## src/rtl/amber48_uart_tx_fifo.sv

```systemverilog
// amber48_uart_tx_fifo: FIFO-buffered UART transmitter with per-frame configurable format and baud divisor
module amber48_uart_tx_fifo #(
  parameter int CLOCK_FREQ_HZ = 27_000_000,
  parameter int BAUD_RATE     = 115_200,
  parameter int DIV_WIDTH     = 16,
  parameter int FIFO_DEPTH    = 16,
  localparam int LVL_W        = $clog2(FIFO_DEPTH) + 1
) (
  input  logic                 clk_i,
  input  logic                 rst_ni,
  input  logic [7:0]           data_i,
  input  logic                 valid_i,
  output logic                 ready_o,
  input  logic                 flush_i,
  input  logic [DIV_WIDTH-1:0] cfg_div_i,
  input  logic [1:0]           cfg_dbits_i,
  input  logic [1:0]           cfg_parity_i,
  input  logic                 cfg_stop2_i,
  output logic [LVL_W-1:0]     level_o,
  output logic                 busy_o,
  output logic                 tx_o
);
  localparam int DEFAULT_DIV = (CLOCK_FREQ_HZ + BAUD_RATE / 2) / BAUD_RATE;
  localparam int AW = $clog2(FIFO_DEPTH);

  if (FIFO_DEPTH < 2 || (FIFO_DEPTH & (FIFO_DEPTH - 1)) != 0) begin : g_bad_depth
    $fatal(1, "FIFO_DEPTH must be a power of two >= 2");
  end
  if (DEFAULT_DIV < 1 || 64'(DEFAULT_DIV) >= (64'd1 << DIV_WIDTH)) begin : g_bad_div
    $fatal(1, "DEFAULT_DIV does not fit in DIV_WIDTH bits");
  end

  typedef enum logic [2:0] {S_IDLE, S_START, S_DATA, S_PAR, S_STOP} state_e;

  state_e               state_q, state_d;
  logic [7:0]           mem_q [FIFO_DEPTH];
  logic [AW-1:0]        wr_q, rd_q;
  logic [LVL_W-1:0]     lvl_q;
  logic [DIV_WIDTH-1:0] cnt_q, div_q, div_eff;
  logic [7:0]           shift_q;
  logic [2:0]           bit_q, last_bit;
  logic [1:0]           dbits_q;
  logic                 par_en_q, par_bit_q, stop2_q;
  logic                 push, pop, tick, head_par;

  assign ready_o  = lvl_q != LVL_W'(FIFO_DEPTH);
  assign level_o  = lvl_q;
  assign push     = valid_i && ready_o && !flush_i;
  assign pop      = state_q == S_IDLE && lvl_q != '0 && !flush_i;
  assign tick     = cnt_q == '0;
  assign div_eff  = cfg_div_i == '0 ? DIV_WIDTH'(DEFAULT_DIV) : cfg_div_i;
  assign last_bit = {1'b0, dbits_q} + 3'd4;
  assign head_par = ^(mem_q[rd_q] & (8'hFF >> (2'd3 - cfg_dbits_i)));

  // FIFO pointers and occupancy; flush wins over any push or pop that cycle
  always_ff @(posedge clk_i) begin
    if (!rst_ni || flush_i) begin
      wr_q  <= '0;
      rd_q  <= '0;
      lvl_q <= '0;
    end else begin
      wr_q  <= wr_q + AW'(push);
      rd_q  <= rd_q + AW'(pop);
      lvl_q <= lvl_q + LVL_W'(push) - LVL_W'(pop);
    end
  end

  // FIFO storage, no reset needed since occupancy gates every read
  always_ff @(posedge clk_i) begin
    if (push) mem_q[wr_q] <= data_i;
  end

  // FSM state register
  always_ff @(posedge clk_i) begin
    state_q <= !rst_ni ? S_IDLE : state_d;
  end

  // FSM next state: each non-idle state advances only when the bit counter expires
  always_comb begin
    state_d = state_q;
    case (state_q)
      S_IDLE:  state_d = pop ? S_START : S_IDLE;
      S_START: state_d = tick ? S_DATA : S_START;
      S_DATA:  state_d = tick && bit_q == last_bit ? (par_en_q ? S_PAR : S_STOP) : S_DATA;
      S_PAR:   state_d = tick ? S_STOP : S_PAR;
      S_STOP:  state_d = tick && (!stop2_q || bit_q[0]) ? S_IDLE : S_STOP;
      default: state_d = S_IDLE;
    endcase
  end

  // Frame datapath: capture byte and format on pop, then time bits and shift data out
  always_ff @(posedge clk_i) begin
    if (!rst_ni) begin
      cnt_q     <= '0;
      div_q     <= '0;
      shift_q   <= '0;
      bit_q     <= '0;
      dbits_q   <= '0;
      par_en_q  <= 1'b0;
      par_bit_q <= 1'b0;
      stop2_q   <= 1'b0;
    end else if (pop) begin
      shift_q   <= mem_q[rd_q];
      cnt_q     <= div_eff - DIV_WIDTH'(1);
      div_q     <= div_eff;
      dbits_q   <= cfg_dbits_i;
      par_en_q  <= ^cfg_parity_i;
      par_bit_q <= head_par ^ (cfg_parity_i == 2'b10);
      stop2_q   <= cfg_stop2_i;
      bit_q     <= '0;
    end else if (state_q != S_IDLE) begin
      cnt_q <= tick ? div_q - DIV_WIDTH'(1) : cnt_q - DIV_WIDTH'(1);
      if (tick && state_q == S_DATA) shift_q <= shift_q >> 1;
      if (tick) bit_q <= state_d == state_q ? bit_q + 3'd1 : 3'd0;
    end
  end

  // Line and busy outputs decoded from the registered state
  always_comb begin
    tx_o   = state_q == S_START ? 1'b0 :
             state_q == S_DATA  ? shift_q[0] :
             state_q == S_PAR   ? par_bit_q : 1'b1;
    busy_o = state_q != S_IDLE;
  end
endmodule
```

## config.mk

```make
export PLATFORM = sky130hd
export DESIGN_NAME = amber48_uart_tx_fifo
export DESIGN_NICKNAME = d
export VERILOG_FILES = /design/src/rtl/amber48_uart_tx_fifo.sv
export SDC_FILE = /design/constraint.sdc
export NUM_CORES = 1
export LEC_CHECK = 0
export ABC_AREA = 0
export CORE_MARGIN = 4
export CORE_UTILIZATION = 45
export DETAILED_ROUTE_END_ITERATION = 10
export GPL_ROUTABILITY_DRIVEN = 0
export HOLD_SLACK_MARGIN = 0.02
export PLACE_DENSITY_LB_ADDON = 0.15
export SETUP_SLACK_MARGIN = 0.2
export SYNTH_ARGS = -nofsm -noshare
export SYNTH_HDL_FRONTEND = slang
export SYNTH_SLANG_ARGS = --single-unit
```

## constraint.sdc

```tcl
create_clock -name clk_i -period 5.4 [get_ports clk_i]
set_input_delay 0.54 -clock clk_i [delete_from_list [all_inputs] [get_ports clk_i]]
set_output_delay 0.54 -clock clk_i [all_outputs]
set_load 0.01 [all_outputs]
```

== Word level (Yosys, flattened, before mapping) ==
Memory sizes are Yosys's and may differ from the RTL's. A register that Yosys moved wholly into a read port is not among the register bits.
Cells that the tools add are included.
Cells by class
  reduce and logical (&&, ||, !) cells: 24
  shift-type cells: 1
  bitwise operators: 3
  muxes and demuxes: 21
  equality and inequality tests: 8
  add/subtract/negate cells: 10
Operators with widths (count)
  two-way mux 16 bit: 4
  subtractor 16 x 1 -> 16 bit, second input constant: 3
  logical NOT 16 bit: 2
  two-way mux 8 bit: 3
  two-way mux 3 bit: 5
  one-hot mux 3 bit (5 select lines): 1
  adder 4 x 1 -> 4 bit: 2
  AND 8 bit: 1
  XOR reduction 8 bit: 1
  right shift 8 x 2 -> 8 bit, first input constant: 1
  logical AND 1 bit: 7
  == test 3 x 2 -> 1 bit, second input constant: 2
  == test 3 bit: 2
  two-way mux 1 bit: 6
  adder 5 x 1 -> 5 bit: 1
  != test 5 bit, second input constant: 1
  nonzero test 5 bit: 1
  subtractor 5 x 1 -> 5 bit: 1
  two-way mux 4 bit: 1
  AND reduction 2 bit: 2
  nonzero test 2 bit: 2
  adder 2 x 3 -> 3 bit, second input constant: 1
  adder 3 x 1 -> 3 bit, second input constant: 1
  == test 3 x 1 -> 1 bit, second input constant: 1
  12 further kinds: 15
Word-level totals
  bits of input ports: 33
  output and inout port bits: 8
  RAM bits: 128
  word-level logic and storage cells: 80
  memories kept: 1
  register bits: 64
Memories
  mem_q: words 16, bits a word 8, read ports 1, clocked after memory_dff 1, write ports 1, line 36  | logic [7:0] mem_q [FIFO_DEPTH];

== Depth between registers and ports, before layout ==
Gate-level depths: netlist of run 1.
  depth after elaboration: 7
  mapped depth: 18

== Worst setup path before layout of run 1 ==
No wires, ideal clock.
  path type: reg2reg
  start point: register lvl_q[2] (netlist: level_o[2])
  end point: register lvl_q[4] (netlist: level_o[4])
  library setup time: 0.071 ns
  data arrival time: 3.840 ns
  slack: 1.489 ns
  cell stages (with the launch flop): 19
  path through: dfxtp_1 > inv_1 > ha_1 > nor4b_1 > or3_4 > inv_1 > buf_2 > buf_2 > buf_2 > clkbuf_1 > buf_1 > ha_1 > inv_1 > ha_1 > fa_1 > a21oi_1 > nor2_1 > or3_1 > a21oi_1
Between the ends
  longest elaborated chain between the ends: 5
RTL lines
  from (decl): line 38  | logic [LVL_W-1:0] lvl_q;
  from (signal assigned): line 64  | lvl_q <= lvl_q + LVL_W'(push) - LVL_W'(pop);
  != test 5 bit: line 46  | assign ready_o = lvl_q != LVL_W'(FIFO_DEPTH);
  logical AND 1 bit (2 in series): line 48  | assign push = valid_i && ready_o && !flush_i;
  adder 5 x 1 -> 5 bit: line 64
  subtractor 5 x 1 -> 5 bit (*): line 64
Every way passes the cells marked *; elsewhere a longest branch is shown, timed or not.
A chain may end at the register's enable or synchronous reset.

== Worst setup path after layout of run 1 ==
  start point: register lvl_q[3] (netlist: level_o[3])
  end point: register cnt_q[15]
Between the ends
  longest elaborated chain between the ends: 4
RTL lines
  nonzero test 5 bit (*): line 49  | assign pop = state_q == S_IDLE && lvl_q != '0 && !flush_i;
  logical AND 1 bit (*) (2 in series): line 49
  two-way mux 16 bit or nonzero test 2 bit (tied branches)
  to (signal assigned): line 104  | cnt_q <= div_eff - DIV_WIDTH'(1);
  to (signal assigned): line 112  | cnt_q <= tick ? div_q - DIV_WIDTH'(1) : cnt_q - DIV_WIDTH'(1);
  to (decl): line 39  | logic [DIV_WIDTH-1:0] cnt_q, div_q, div_eff;
Marks and branches as above.

==> impl_metrics.json, run 1 <==
{
  "row_count": 49,
  "hold_violations": 0,
  "ir_drop_v": 0.000221,
  "cap_violations": 0,
  "status": "finished, final reports clean",
  "whs_ns": 0.457,
  "grt.total_usage_pct": 18.2,
  "place_inst": 874,
  "hpwl_um": 12100,
  "drtIter0Drc": 356,
  "cp_common_cell": "inv_1",
  "p_leak_nw": 3.13,
  "p_sw_share_pct": 34.5,
  "antenna_cells": 0,
  "tightest_slew_ns": 1.02,
  "layout-drive-gt1-share_pct": 13.0,
  "path_max_fanout": 39,
  "fin_nets": 711,
  "cp_slowest_cell": "or4b_4",
  "grt_max_degree": 40,
  "arrival_ns": 4.24,
  "slew_viol_final": 0,
  "post_drt_via_cell_ratio": 5.76,
  "cts_max_level": 4,
  "cts_resized": 0,
  "clock_latency_ns": 0.44,
  "drc_errors": 0,
  "endpoint_kind": "flop",
  "holdBufCountCts": 0,
  "placed_area_um2": 8930,
  "hold_class": "flop to flop",
  "grt_remaining_overflow": 0,
  "cts_root_buf": "clkbuf_16",
  "final_cells": 906,
  "pwr-share-seq_pct": 39.2,
  "netlist.area_leader.share_pct": 46.1,
  "area_delta_synth_final_pct": 14.6,
  "worst_r2r_path_depth": 11,
  "cts_tree": "done",
  "path_cells": "inv_1 -> ha_1 -> nor4b_1 -> or3_4 -> inv_1 -> buf_4 -> a211oi_1 -> o221ai_2 -> or4b_4 -> or4_1 -> a31oi_1",
  "die_area_um2": 20800,
  "drt-total-wl_um": 17800,
  "clock_path_buffers": 2,
  "die_h_um": 144,
  "grt_pass1_wl_um": 28700,
  "ios": 41,
  "p_clk_share_pct": 27.6,
  "ys_seq_area_share_pct": 61.5,
  "p_int_mw": 3.08,
  "wl_per_cell_um": 19.7,
  "portBuffers": 40,
  "post_cts_buffers": 0,
  "ys_ff_latch": 192,
  "max_slew_margin_pct": 32.1,
  "synth_edf_count": 128,
  "grt_pass1_vias": 5449,
  "synthArstFlopShare_pct": 0,
  "hold_path_depth": 2,
  "clock_sinks": 192,
  "antenna_found_initial": 0,
  "core-area_um2": 18100,
  "synth.distinct_cells": 63,
  "r2r_slack_ns": 1.52,
  "synth_top_flop_cell": "edfxtp_1",
  "fin_worst_skew_ns": 0.0152,
  "p_switching_mw": 1.63,
  "combPwrFrac_pct": 33.2,
  "synth_nets": 680,
  "syn_area_um2": 8340,
  "period_share_pct": 71.9,
  "period_needed_ns": 3.88,
  "die_width_um": 144,
  "power_mw": 4.71,
  "grt_setup_unrepaired": "false",
  "final_cell_area_um2": 9550,
  "syn_area_per_cell_um2": 13.2,
  "initial_utilization_pct": 46.1,
  "synthCells": 633,
  "yosysWarnings": 0,
  "criticalPathCategory": "flop to flop",
  "pwr_density_cell_nw_per_um2": 493,
  "detail-route-antenna-nets": 0,
  "clk_pin_slew_ns": 0.07,
  "tns_ns": 0,
  "crit_path_start_kind": "flop",
  "first_pass_iters": 5,
  "crit_required_ns": 5.75,
  "finalSetupViolCount": 0,
  "route.vias.total": 5216,
  "synth.largest_area_cell": "edfxtp_1",
  "slowest_delay_ns": 0.53,
  "cts_made_buffers": 17,
  "max_freq_ghz": 0.257,
  "synthTopCellsByArea": "edfxtp_1 (46%), dfxtp_1 (15%), mux4_2 (8.9%), nor2_1 (2.3%), nand2_1 (2.3%)"
}
-- cell usage in the layout, fill, tap and decap left out, drive strengths merged, types with 10 or more instances in the layout --
master	instances
clkdlybuf4s50	40
xnor2	12
a22oi	10
edfxtp	128
ha	13
nor3	13
nor2	52
nand2	50
inv	20
nand3	10
o21ai	25
mux4	33
a211oi	19
dfxtp	64
a21oi	34
buf	10
clkbuf	18
-- sequential cells by signal (all words and copies together), names as in the netlist, 4 cells and up --
register,count
cnt_q,16
div_q,16
level_o,5
mem_q,128
rd_q,4
shift_q,8
wr_q,4
-- metal layers --
metal,GRT usage (%),part of all wire [%],vias up
met5,0,0,-
li1,-,-,2488
met3,4.66,5.4,22
met2,30.2,49,129
met1,23.6,44,2577
met4,5.60,1.3,0
-- through the flow --
stage               utilization [%]  setup WS [ns]
finish                         52.8           1.52
global route                   52.8           1.28
CTS                            52.8           1.51
detailed placement             49.4           1.47
global placement               49.4           1.56
floorplan                         -           1.49
-- worst paths after layout --
path,startpoint,to
worst min register to register,div_q[4]$_SDFFE_PN0N_,div_q[4]$_SDFFE_PN0N_
worst max-delay path,level_o[3]$_SDFF_PP0_,cnt_q[15]$_SDFFE_PN0P_
worst min-delay path,div_q[4]$_SDFFE_PN0N_,div_q[4]$_SDFFE_PN0N_
worst max register to register,level_o[3]$_SDFF_PP0_,cnt_q[15]$_SDFFE_PN0P_
-- final cells by class --
class                   count  area [um^2]
clock buffers              18          429
clock inverters            14          191
fillers                  1507         8530
inverters                  15         56.3
multi-input cells         388         2990
flip-flops and latches    192         5130
well taps                 229          287
repair buffers             50          475
-- Yosys cell counts, types with 3 or more instances --
| cell type | instances |
|---|---|
| or3_1 | 3 |
| xor2_1 | 6 |
| o21ai_0 | 21 |
| dfxtp_1 | 64 |
| and3_1 | 4 |
| nor2_1 | 52 |
| inv_1 | 13 |
| mux4_2 | 33 |
| a311oi_1 | 4 |
| nand2_1 | 50 |
| xnor2_1 | 12 |
| edfxtp_1 | 128 |
| a211oi_1 | 19 |
| buf_2 | 6 |
| and2_1 | 9 |
| mux2i_1 | 8 |
| o21a_1 | 8 |
| nand2b_1 | 3 |
| clkbuf_1 | 27 |
| nor2b_1 | 4 |
| and4_1 | 4 |
| nor3_1 | 9 |
| nand3_1 | 10 |
| a31oi_1 | 7 |
| nor4_1 | 9 |
| nand4_1 | 9 |
| nor3_2 | 3 |
| ha_1 | 13 |
| a21o_1 | 5 |
| o21ai_1 | 4 |
| a21oi_1 | 34 |
| a31o_1 | 3 |
| a22oi_1 | 10 |
-- power by group through the flow --
stage / sequential (mW) / clock [mW] / combinational [mW]
floorplan: 1.82 / 0 / 1.26
global placement: 1.87 / 0 / 1.51
detailed placement: 1.88 / 0 / 1.56
CTS: 1.85 / 1.32 / 1.57
global route: 1.87 / 1.38 / 1.74
finish: 1.85 / 1.30 / 1.56
-- kinds of logic after synthesis --
| kind of cell | Yosys count | share of synthesized area [%] |
|---|---|---|
| adder cells (fa/ha/maj) | 14 | 2.19 |
| AND/OR/NAND/NOR | 183 | 11.2 |
| flip-flops | 192 | 61.5 |
| buffers and inverters | 53 | 2.70 |
| XOR/XNOR | 19 | 2.16 |
| multiplexers | 41 | 9.87 |
| AO/OA/AOI/OAI | 131 | 10.4 |
-- critical path: cells and delay by family, from the launching register on --
family / cells / cell delay [ns]
buf+inv: 3 / 0.69
fa+ha+maj: 1 / 0.18
compound gates: 3 / 0.73
flops: 1 / 0.33
simple gates: 4 / 1.85
No activity file was read; power rests on OpenSTA's default activity.
==> inputs of run 2 (changes only) <==
==> constraint.sdc (replaced) <==
create_clock -name clk_i -period 3.4 [get_ports clk_i]
set_input_delay 0.34 -clock clk_i [delete_from_list [all_inputs] [get_ports clk_i]]
set_output_delay 0.34 -clock clk_i [all_outputs]
set_load 0.01 [all_outputs]
==> run 2 against run 1 <==
  * Die area unchanged
  * Global-route usage increased by 0.53 points
  * Worst setup slack got worse by 1.1 ns
  * Wire length increased by 2.8%
  * Total power increased by 63%
  * Worst hold slack improved by 0.0032 ns
  * Maximum frequency increased by 28%
  * Via count increased by 2.9%
==> impl_metrics.json, run 2 (synthesized netlist as in run 1, its figures left out) <==
{
  "p_leak_nw": 3.26,
  "detail-route-antenna-nets": 0,
  "clock_path_buffers": 2,
  "top_register": "mem_q",
  "post_drt_via_cell_ratio": 5.77,
  "grt_remaining_overflow": 0,
  "place_inst": 897,
  "max_freq_ghz": 0.330,
  "die_area_um2": 20800,
  "initial_utilization_pct": 46.1,
  "wl_per_cell_um": 19.7,
  "drc_errors": 0,
  "endpoint_kind": "flop",
  "portBuffers": 40,
  "clock_sinks": 192,
  "hpwl_um": 12500,
  "grt_pass1_wl_um": 29500,
  "cts_made_buffers": 17,
  "finalSetupViolCount": 0,
  "antenna_cells": 0,
  "grt_setup_unrepaired": "false",
  "met1_usage_pct": 24.4,
  "cap_violations": 0,
  "die_width_um": 144,
  "hold_class": "flop to flop",
  "arrival_ns": 3.40,
  "layout-drive-gt1-share_pct": 18.3,
  "busiest_layer": "met2",
  "final_common_cell": "edfxtp_1",
  "max_slew_margin_pct": 50.7,
  "clk_pin_slew_ns": 0.07,
  "area_delta_synth_final_pct": 17.8,
  "cts_tree": "done",
  "cts_root_buf": "clkbuf_16",
  "final_cells": 930,
  "core-area_um2": 18100,
  "hold_violations": 0,
  "first_pass_iters": 5,
  "fin_worst_skew_ns": 0.0100,
  "route.vias.total": 5365,
  "ir_drop_v": 0.000361,
  "tightest_slew_ns": 0.737,
  "cp_slowest_cell": "or4b_4",
  "slew_viol_final": 0,
  "path_max_fanout": 15,
  "antenna_found_initial": 0,
  "grt_max_degree": 35,
  "place_ws_ns": 0.165,
  "period_needed_ns": 3.03,
  "worst_slack_ns": 0.372,
  "crit_required_ns": 3.77,
  "clock_latency_ns": 0.44,
  "status": "finished, final reports clean",
  "cp_top_family": "simple AND/OR/NAND/NOR gates",
  "most-common-layout-cells": "edfxtp_1 (128), dfxtp_1 (59), nor2_1 (52)",
  "ios": 41,
  "reg_top3": "mem_q (128), cnt_q (16), div_q (16)",
  "crit_path_start_kind": "flop",
  "grt_pass1_vias": 5463,
  "cts_max_level": 4,
  "pwr_density_cell_nw_per_um2": 782,
  "slowest_delay_ns": 0.59,
  "gr-usage-met2_pct": 31.2,
  "drt-total-wl_um": 18300,
  "criticalPathCategory": "flop to flop",
  "drtIter0Drc": 368,
  "fin_nets": 735,
  "met3_usage_pct": 4.50,
  "tns_ns": 0,
  "largest_reg_flops": 128,
  "row_count": 49,
  "period_share_pct": 89.1,
  "cp_num_buf_inv": 2,
  "die_h_um": 144,
  "grt.total_usage_pct": 18.7,
  "path_cells": "inv_2 -> ha_2 -> nor4b_1 -> or3_4 -> inv_6 -> a211oi_2 -> o221ai_2 -> or4b_4 -> or4_1 -> a31oi_1"
}
## run 2: cell count changes in the layout (fill, tap and decap cells not counted), sizes merged
cell	previous run	this run
clkinvlp	1	2
buf	10	34
clkinv	6	5
inv	20	21
clkbuf	18	17
## run 2: worst reg2reg max path: stages (launching register included)
cell,delay (ns)
dfxtp_2,0.34
inv_2,0.06
ha_2,0.16
nor4b_1,0.29
or3_4,0.27
inv_6,0.09
a211oi_2,0.30
o221ai_2,0.18
or4b_4,0.59
or4_1,0.52
a31oi_1,0.16
## run 2: final cells by class
type / instances / area, um^2
clock inverters: 15 / 206
flip-flops and latches: 192 / 5130
repair buffers: 74 / 684
multi-input cells: 388 / 3030
inverters: 15 / 61.3
fillers: 1480 / 8260
well taps: 229 / 287
clock buffers: 17 / 425
## run 2: per-stage QoR
| step | util [%] | hold slack [ns] | instance area, um^2 | power, mW |
|---|---|---|---|---|
| finish | 54.3 | 0.461 | 9820 | 7.69 |
| detailed placement | 50.6 | 0.451 | 9160 | 5.58 |
| global placement | 50.6 | 0.448 | 9160 | 5.50 |
| global route | 54.3 | 0.486 | 9820 | 8.17 |
| CTS | 54.2 | 0.451 | 9800 | 7.70 |
| floorplan | - | 0.432 | 8400 | 4.97 |
## run 2: repair_timing
action,CTS,global route
pin swaps,0,1
setup buffers,0,1
hold buffers,0,0
resized for setup,1,6
endpoints found under the setup margin,1,6
## run 2: routing by layer
layer / vias to the layer above / wire length [um] / share of wire, %
li1: 2550 / - / -
met3: 27 / 824 / 4.5
met1: 2679 / 8030 / 44
met5: - / 0 / 0
met2: 109 / 9180 / 50
met4: 0 / 284 / 1.6
## run 2: worst paths after layout
path | from | to | slack, ns | cells after the start
setup / recovery | level_o[3]$_SDFF_PP0_ | cnt_q[15]$_SDFFE_PN0P_ | 0.37 | 10
hold / removal | div_q[0]$_SDFFE_PN0N_ | div_q[0]$_SDFFE_PN0N_ | 0.46 | 2
setup reg to reg | level_o[3]$_SDFF_PP0_ | cnt_q[15]$_SDFFE_PN0P_ | 0.37 | 10
hold reg to reg | div_q[0]$_SDFFE_PN0N_ | div_q[0]$_SDFFE_PN0N_ | 0.46 | 2
## run 2: report_power, final
group | switching, mW | internal, mW
clock network | 0.967 | 1.13
registers | 0.190 | 2.73
logic | 1.52 | 1.15
total | 2.68 | 5.01
